## src/rtl/clk_gate_ctrl_if.sv

```systemverilog
// Bundle between the clock-gate enable controller and the block that owns it.
// master drives activity/requests and the idle threshold; slave is the controller.
interface clk_gate_ctrl_if #(
    parameter int IDLE_W = 8
);
    logic              busy;
    logic              wake_req;
    logic              force_on;
    logic [IDLE_W-1:0] idle_thresh;
    logic              en;
    logic              clk_ready;
    logic              gated;
    logic [15:0]       gate_events;

    modport master (
        output busy, wake_req, force_on, idle_thresh,
        input  en, clk_ready, gated, gate_events
    );

    modport slave (
        input  busy, wake_req, force_on, idle_thresh,
        output en, clk_ready, gated, gate_events
    );
endinterface

```

## src/rtl/clk_gate_ctrl.sv

```systemverilog
// Registered, glitch-free enable for a latch-based clock gate, run from the ungated clock.
// Optional ON->OFF event counter is built only when CLK_GATE_CTRL_STATS_EN is defined.
//
// state   | meaning
// ST_OFF  | clock gated; en=0, clk_ready=0, gated=1
// ST_WAKE | en raised, waiting WAKE_CYC cycles for the gated clock to settle
// ST_ON   | clock running and stable; idle counter decides when to gate
module clk_gate_ctrl #(
    parameter int IDLE_W   = 8,
    parameter int WAKE_CYC = 2
) (
    input  logic             clk,
    input  logic             rst_n,
    clk_gate_ctrl_if.slave   bus
);
    typedef enum logic [1:0] {
        ST_OFF  = 2'd0,
        ST_WAKE = 2'd1,
        ST_ON   = 2'd2
    } state_t;

    localparam logic [3:0] WAKE_LAST = 4'(WAKE_CYC - 1);

    state_t            state;
    logic [IDLE_W-1:0] idle_cnt;
    logic [3:0]        wake_cnt;
    logic              en_q;
    logic              ready_q;
    logic              gated_q;

    logic              need;
    logic [IDLE_W:0]   idle_next;
    logic              idle_hit;
    logic              gate_now;

    assign need      = bus.busy | bus.wake_req | bus.force_on;
    // One extra bit so the +1 compare cannot wrap when the counter is saturated.
    assign idle_next = {1'b0, idle_cnt} + {{IDLE_W{1'b0}}, 1'b1};
    assign idle_hit  = (bus.idle_thresh != '0) && (idle_next >= {1'b0, bus.idle_thresh});
    assign gate_now  = (state == ST_ON) && !need && idle_hit;

    always_ff @(posedge clk or negedge rst_n) begin
        if (!rst_n) begin
            state    <= ST_OFF;
            idle_cnt <= '0;
            wake_cnt <= '0;
            en_q     <= 1'b0;
            ready_q  <= 1'b0;
            gated_q  <= 1'b1;
        end else begin
            case (state)
                ST_OFF: begin
                    if (need) begin
                        state    <= ST_WAKE;
                        wake_cnt <= '0;
                        en_q     <= 1'b1;
                        gated_q  <= 1'b0;
                    end
                end
                ST_WAKE: begin
                    if (wake_cnt == WAKE_LAST) begin
                        state    <= ST_ON;
                        idle_cnt <= '0;
                        ready_q  <= 1'b1;
                    end else begin
                        wake_cnt <= wake_cnt + 4'd1;
                    end
                end
                ST_ON: begin
                    if (gate_now) begin
                        state    <= ST_OFF;
                        idle_cnt <= '0;
                        en_q     <= 1'b0;
                        ready_q  <= 1'b0;
                        gated_q  <= 1'b1;
                    end else if (need) begin
                        idle_cnt <= '0;
                    end else if (idle_cnt != '1) begin
                        idle_cnt <= idle_next[IDLE_W-1:0];
                    end
                end
                default: begin
                    state    <= ST_OFF;
                    idle_cnt <= '0;
                    en_q     <= 1'b0;
                    ready_q  <= 1'b0;
                    gated_q  <= 1'b1;
                end
            endcase
        end
    end

    assign bus.en        = en_q;
    assign bus.clk_ready = ready_q;
    assign bus.gated     = gated_q;

`ifdef CLK_GATE_CTRL_STATS_EN
    logic [15:0] events_q;

    always_ff @(posedge clk or negedge rst_n) begin
        if (!rst_n) begin
            events_q <= '0;
        end else if (gate_now && (events_q != 16'hFFFF)) begin
            events_q <= events_q + 16'd1;
        end
    end

    assign bus.gate_events = events_q;
`else
    assign bus.gate_events = 16'h0000;
`endif
endmodule
```

## src/flat_wrapper.sv

```systemverilog
// flat-port wrapper written by rule: the top's interface ports become plain ports
module clk_gate_ctrl_flat 
#(
    parameter int IDLE_W   = 8,
    parameter int WAKE_CYC = 2
)
  (clk, rst_n, bus_busy, bus_wake_req, bus_force_on, bus_idle_thresh, bus_en, bus_clk_ready, bus_gated, bus_gate_events);
  clk_gate_ctrl_if #(.IDLE_W(IDLE_W)) bus_i ();
  input  logic clk;
  input  logic rst_n;
  input wire logic [$bits(bus_i.busy)-1:0] bus_busy;
  input wire logic [$bits(bus_i.wake_req)-1:0] bus_wake_req;
  input wire logic [$bits(bus_i.force_on)-1:0] bus_force_on;
  input wire logic [$bits(bus_i.idle_thresh)-1:0] bus_idle_thresh;
  output wire logic [$bits(bus_i.en)-1:0] bus_en;
  output wire logic [$bits(bus_i.clk_ready)-1:0] bus_clk_ready;
  output wire logic [$bits(bus_i.gated)-1:0] bus_gated;
  output wire logic [$bits(bus_i.gate_events)-1:0] bus_gate_events;
  assign bus_i.busy = bus_busy;
  assign bus_i.wake_req = bus_wake_req;
  assign bus_i.force_on = bus_force_on;
  assign bus_i.idle_thresh = bus_idle_thresh;
  assign bus_en = bus_i.en;
  assign bus_clk_ready = bus_i.clk_ready;
  assign bus_gated = bus_i.gated;
  assign bus_gate_events = bus_i.gate_events;
  clk_gate_ctrl #(.IDLE_W(IDLE_W), .WAKE_CYC(WAKE_CYC)) u_core (.clk(clk), .rst_n(rst_n), .bus(bus_i));
endmodule
```

## config.mk

```make
export PLATFORM = sky130hd
export DESIGN_NAME = clk_gate_ctrl_flat
export DESIGN_NICKNAME = d
export VERILOG_FILES = /design/src/rtl/clk_gate_ctrl_if.sv /design/src/rtl/clk_gate_ctrl.sv /design/src/flat_wrapper.sv
export SDC_FILE = /design/constraint.sdc
export NUM_CORES = 1
export LEC_CHECK = 0
export ABC_AREA = 0
export BUFFER_PORTS_ARGS = -buffer_cell sky130_fd_sc_hd__buf_2
export CAP_MARGIN = 20
export CORE_MARGIN = 10
export CORE_UTILIZATION = 55
export CTS_CLUSTER_DIAMETER = 50
export DETAILED_ROUTE_END_ITERATION = 7
export GPL_TIMING_DRIVEN = 0
export PLACE_DENSITY = 0.81
export SLEW_MARGIN = 0
export SYNTH_ARGS = -nofsm -noshare
export SYNTH_HDL_FRONTEND = slang
export SYNTH_SLANG_ARGS = --single-unit
```

## constraint.sdc

```tcl
create_clock -name clk -period 5.1 [get_ports clk]
set_clock_uncertainty 0.1 [all_clocks]
set_input_delay 0 -clock clk [delete_from_list [all_inputs] [get_ports clk]]
set_output_delay 0 -clock clk [all_outputs]
set_load 0.02 [all_outputs]
```

Yosys cells after proc, flatten, opt, wreduce, memory -nomap -nowiden

Cells that the tools add are included.

Add/sub/neg operators: 2
Magnitude comparators: 1
Equal/unequal tests: 9
Mux-type cells: 20
Bitwise operators: 4
Reduce and logical (&&, ||, !) cells: 12

Operator list:

| operator                                                                 | count |
|---|---|
| 8-bit two-way mux                                                        | 4 |
| 8-bit one-hot mux with 3 select lines                                    | 1 |
| 3-bit AND reduction                                                      | 5 |
| 8-bit by 1-bit adder with 9-bit output (second input constant)           | 1 |
| 9-bit by 8-bit greater-or-equal comparator with 1-bit output             | 1 |
| 1-bit one-hot mux with 3 select lines                                    | 3 |
| 4-bit two-way mux                                                        | 2 |
| 8-bit inequality test (second input constant)                            | 1 |
| 4-bit one-hot mux with 2 select lines                                    | 1 |
| 8-bit nonzero test                                                       | 1 |
| 2-bit two-way mux                                                        | 3 |
| 2-bit by 1-bit inequality test with 1-bit output (second input constant) | 3 |
| 2-bit one-hot mux with 3 select lines                                    | 1 |
| 1-bit two-way mux                                                        | 5 |
| 4-bit by 1-bit adder with 4-bit output (second input constant)           | 1 |
| 4-bit by 1-bit == test with 1-bit output (second input constant)         | 1 |
| 4-bit by 2-bit inequality test with 1-bit output (second input constant) | 1 |
| 1-bit logical AND                                                        | 3 |
| 2-bit by 1-bit == test with 1-bit output (second input constant)         | 1 |
| 2-bit == test (second input constant)                                    | 1 |
| 2-bit zero test                                                          | 1 |
| 2-bit inequality test (second input constant)                            | 1 |
| 1-bit inverter                                                           | 2 |
| 1-bit bitwise OR                                                         | 2 |
| other kinds (2)                                                          | 2 |

Flip-flop bits (word level): 17
Input port bits: 13
Output and inout port bits: 19
Word-level logic and storage cells: 54

Longest topological paths before layout

Word-level depth: 7
Mapped depth: 11

Worst setup path after synthesis

No wires, ideal clock.

Path type: flip-flop to flip-flop
From: register u_core.idle_cnt[0]
To: register u_core.gated_q (netlist: u_core.bus.gated)
Library setup time: 0.082 ns
Arrival: 2.471 ns
Data required time: 4.918 ns
Setup slack: 2.447 ns
Cell stages (with the launch flop): 11
Path through: dfrtp_1 ha_1 clkbuf_1 nand3_1 xnor2_1 ha_1 a21o_1 a221o_1 a41oi_2 a21oi_2 or2_1

Cells in the longest elaborated chain, start to end: 6

Ends and longest elaborated chain:

| item                                                              | line                | text |
|---|---|---|
| start: declaration                                                | clk_gate_ctrl.sv:25 | `logic [IDLE_W-1:0] idle_cnt;` |
| start signal: assignment                                          | clk_gate_ctrl.sv:79 | `idle_cnt <= idle_next[IDLE_W-1:0];` |
| 8-bit by 1-bit adder with 9-bit output                            | clk_gate_ctrl.sv:38 | `assign idle_next = {1'b0, idle_cnt} + {{IDLE_W{1'b0}}, 1'b1};` |
| 9-bit by 8-bit greater-or-equal comparator with 1-bit output      | clk_gate_ctrl.sv:39 | `assign idle_hit = (bus.idle_thresh != '0) && (idle_next >= {1'b0, bus.idle_thresh});` |
| 1-bit logical AND                                                 | clk_gate_ctrl.sv:39 |  |
| 1-bit logical AND                                                 | clk_gate_ctrl.sv:40 | `assign gate_now = (state == ST_ON) && !need && idle_hit;` |
| 2-bit by 1-bit inequality test with 1-bit output (no source line) | --                  |  |
| 3-bit AND reduction (no source line)                              | --                  |  |
| end signal: assignment                                            | clk_gate_ctrl.sv:49 | `gated_q <= 1'b1;` |
| end signal: assignment                                            | clk_gate_ctrl.sv:57 | `gated_q <= 1'b0;` |
| end signal: assignment                                            | clk_gate_ctrl.sv:75 | `gated_q <= 1'b1;` |
| end: declaration                                                  | clk_gate_ctrl.sv:29 | `logic gated_q;` |

Every way passes these cells.
A chain may end at the register's enable or synchronous reset.

Final worst setup path

From: register u_core.idle_cnt[0]
To: register u_core.idle_cnt[1]

Cells in the longest elaborated chain, start to end: 6

Ends and longest elaborated chain:

| item                                                                                                   | line |
|---|---|
| 8-bit by 1-bit adder with 9-bit output                                                                 | clk_gate_ctrl.sv:38 |
| 9-bit by 8-bit greater-or-equal comparator with 1-bit output                                           | clk_gate_ctrl.sv:39 |
| 1-bit logical AND                                                                                      | clk_gate_ctrl.sv:39 |
| 1-bit logical AND                                                                                      | clk_gate_ctrl.sv:40 |
| 4-bit by 2-bit inequality test with 1-bit output (no source line) or 8-bit two-way mux (tied branches) | -- |
| 3-bit AND reduction (no source line) or 8-bit one-hot mux with 3 select lines (tied branches)          | -- |

Several ways; a longest one is shown, not always the timed one. The select of a mux whose other input is x is not followed.

==> flow_summary.json <==
{
  "status": "finished, final reports clean",
  "r2r_end": "u_core.idle_cnt[1]",
  "grt_usage_pct": 12.27,
  "h-tree-depth": 1,
  "rows": 17,
  "gp_congestion": 0.8270,
  "ir_worst_vdd_mv": 0.2963,
  "clock_latency_ps": 290,
  "layout-drive-gt1-share_pct": 24.87,
  "cts_tree": "done",
  "hold_path_class": "primary input to register",
  "wl_per_cell_um": 13.63,
  "grt_pass1_wl_um": 5147,
  "dr.pass1.iters": 4,
  "die_h_um": 69.73,
  "design_area_um2": 1573,
  "synth.avg_cell_area_um2": 8.889,
  "final_core_util_pct": 69.10,
  "clk_pin_slew_ps": 90,
  "r2r_cells": 10,
  "dieArea_um2": 4862,
  "synth_xor_area_share_pct": 3.864,
  "overflow": 0,
  "ys_seq_elements": 17,
  "final-hold-violation-count": 0,
  "tightest_slew_ps": 931.1,
  "hold_depth": 3,
  "grt_pass1_vias": 1171,
  "ys_seq_area_share_pct": 31.37,
  "cp_max_fo": 9,
  "clockBufferDepth": 2,
  "cp-end-kind": "register",
  "arrival_ps": 3170,
  "powerDensity_nw_per_um2": 325.2,
  "routed_wl_um": 2957,
  "cts_made_buffers": 3,
  "rr_startpoint": "u_core.idle_cnt[0]",
  "start_util_pct": 59.76,
  "r2r_setup_slack_ps": 2030,
  "nFillCells": 197,
  "synth_edf_count": 0,
  "synth-simple-area-share_pct": 18.68,
  "p_leak_uw": 0.0008288,
  "synth_mux_area_share_pct": 0,
  "drtIter0Drc": 38,
  "hold_end": "u_core.state[0]",
  "ctsResizeCount": 0,
  "min_from": "bus_busy",
  "drc": 0,
  "vias_per_cell": 5.415,
  "timing.final.crit_share_pct": 60.12,
  "ys_types": 44,
  "slew_headroom_pct": 37.12,
  "synth_common_cells": "buf_4 (17), dfrtp_1 (16), ha_1 (11), inv_1 (11), o21ai_0 (11)",
  "slew_violations": 0,
  "yosysTopAreaCell": "dfrtp_1",
  "netlist_instances": 153,
  "fmax_ghz": 0.3262,
  "cp.required_ps": 5210,
  "grt_antenna_before_repair": 0,
  "cts_sinks": 17,
  "synthFlopType": "dfrtp_1",
  "synth-adder-area-share_pct": 10.12,
  "synthArstFlopShare_pct": 100.0,
  "diodes": 0,
  "synth_top_family_by_area": "compound AO/OA/AOI/OAI gates",
  "cts_setup_buffers": 0,
  "post-synth-top-count-cell": "buf_4",
  "port_buffers": 15,
  "dp_hpwl_um": 2397,
  "fp.dieW_um": 69.73,
  "rsz0062_at_grt": "false",
  "postCtsHoldBufs": 2,
  "grt_max_degree": 18,
  "synth.top_cells.by_area": "dfrtp_1 (29%), ha_1 (10%), buf_4 (9.4%)",
  "syn-cell-area_um2": 1360,
  "final_nets": 214,
  "cts_root_buf": "clkbuf_4",
  "post_dp_cell_area_um2": 1526,
  "setup_viol": 0,
  "syn_to_final_growth_pct": 15.64,
  "num_io_pins": 32,
  "core_area_um2": 2276,
  "crit_type": "register to register",
  "via_count": 1175,
  "fin_crit_ps": 3066,
  "finalSetupTns_ps": 0,
  "yosys_warnings": 0,
  "synth_top_area_share_pct": 29.44,
  "drv_cap": 0,
  "synth-compound-area-share_pct": 21.90,
  "ant_nets": 0,
  "crit_path_start_kind": "register"
}
==> metal layers <==
layer / vias up / GRT usage (%) / routed length, um
met5: - / 0 / 0
met4: 0 / 1.739 / 8
met2: 29 / 19.15 / 1333
met1: 554 / 14.89 / 1360
li1: 590 / - / -
met3: 2 / 6.419 / 255
==> cell usage in the layout, fill, tap and decap left out, types with 2 or more instances in the layout <==
cell           instances
dfrtp_1               16
conb_1                16
dlygate4sd3_1          2
ha_1                  11
a21oi_1                8
o21ai_0               11
nand2_1                9
a22o_1                 6
nor3_1                 2
and3_1                 3
nor4_1                 2
xor2_1                 2
buf_2                 18
a21o_1                 3
inv_1                 11
clkbuf_1               2
buf_4                 17
nor2_1                 6
nand3_1                7
xnor2_1                4
nand2b_1               3
clkbuf_4               3
a211oi_1               2
nor2b_1                2
or2_1                  2
==> state kept, by name (all words and copies together), names as in the netlist <==
register and count:
u_core.bus.clk_ready 1, u_core.idle_cnt 8, u_core.wake_cnt 4, u_core.state 2, u_core.bus.gated 1, u_core.bus.en 1
==> cell families (layout without fill, tap and decap cells) <==
group,count (synthesis),after routing
AO/OA/AOI/OAI,42,42
XOR/XNOR,6,6
adder cells (fa/ha/maj),11,11
buffers and inverters,32,53
flip-flops,17,17
other,1,16
AND/OR/NAND/NOR,44,44
==> area by class of cell <==
cell class              instances  area, um^2  area share [%]
well taps                      28       35.03           2.228
inverters                      11       41.29           2.625
plain buffers                  21       146.4           9.308
flip-flops and latches         17       426.7           27.13
clock buffers                   4       26.28           1.671
repair buffers                 17       95.09           6.046
multi-input cells             119       802.0           50.99
==> critical path, stage by stage (launching register included) <==
cell and delay [ps]:
dfrtp_1 480, ha_1 180, clkbuf_1 350, nand3_1 150, xnor2_1 220, ha_1 290, a21o_1 170, a221o_1 320
a41oi_2 320, o21ai_0 210, o21ai_0 200
==> how the worst max path moves through the flow <==
stage,start,to,slack [ps],depth (start not counted)
3_5_place_dp,u_core.idle_cnt[0],u_core.idle_cnt[1],2040,10
5_1_grt,u_core.idle_cnt[0],u_core.idle_cnt[1],1730,10
2_1_floorplan,u_core.idle_cnt[0],u_core.bus.gated,2450,10
6_report,u_core.idle_cnt[0],u_core.idle_cnt[1],2030,10
3_3_place_gp,u_core.idle_cnt[0],u_core.bus.gated,2120,10
4_1_cts,u_core.idle_cnt[0],u_core.idle_cnt[1],2000,10
==> stage by stage <==
step | hold slack (ps) | power, uW | std cells | setup WS (ps)
2_1_floorplan | -395.6 | 384.0 | 168 | 2447
6_report | 13.30 | 511.4 | 217 | 2034
4_1_cts | 3.242 | 514.8 | 217 | 2005
3_5_place_dp | -158.0 | 440.1 | 211 | 2036
5_1_grt | 42.71 | 561.3 | 217 | 1728
3_3_place_gp | -168.4 | 429.3 | 211 | 2122
==> report_power, final <==
| group | internal, uW | switching, uW | total (uW) |
|---|---|---|---|
| logic | 105 | 130 | 236 |
| clock network | 30.4 | 39.9 | 70.3 |
| registers | 169 | 36.0 | 206 |
Power figures use the tool's default switching activity.
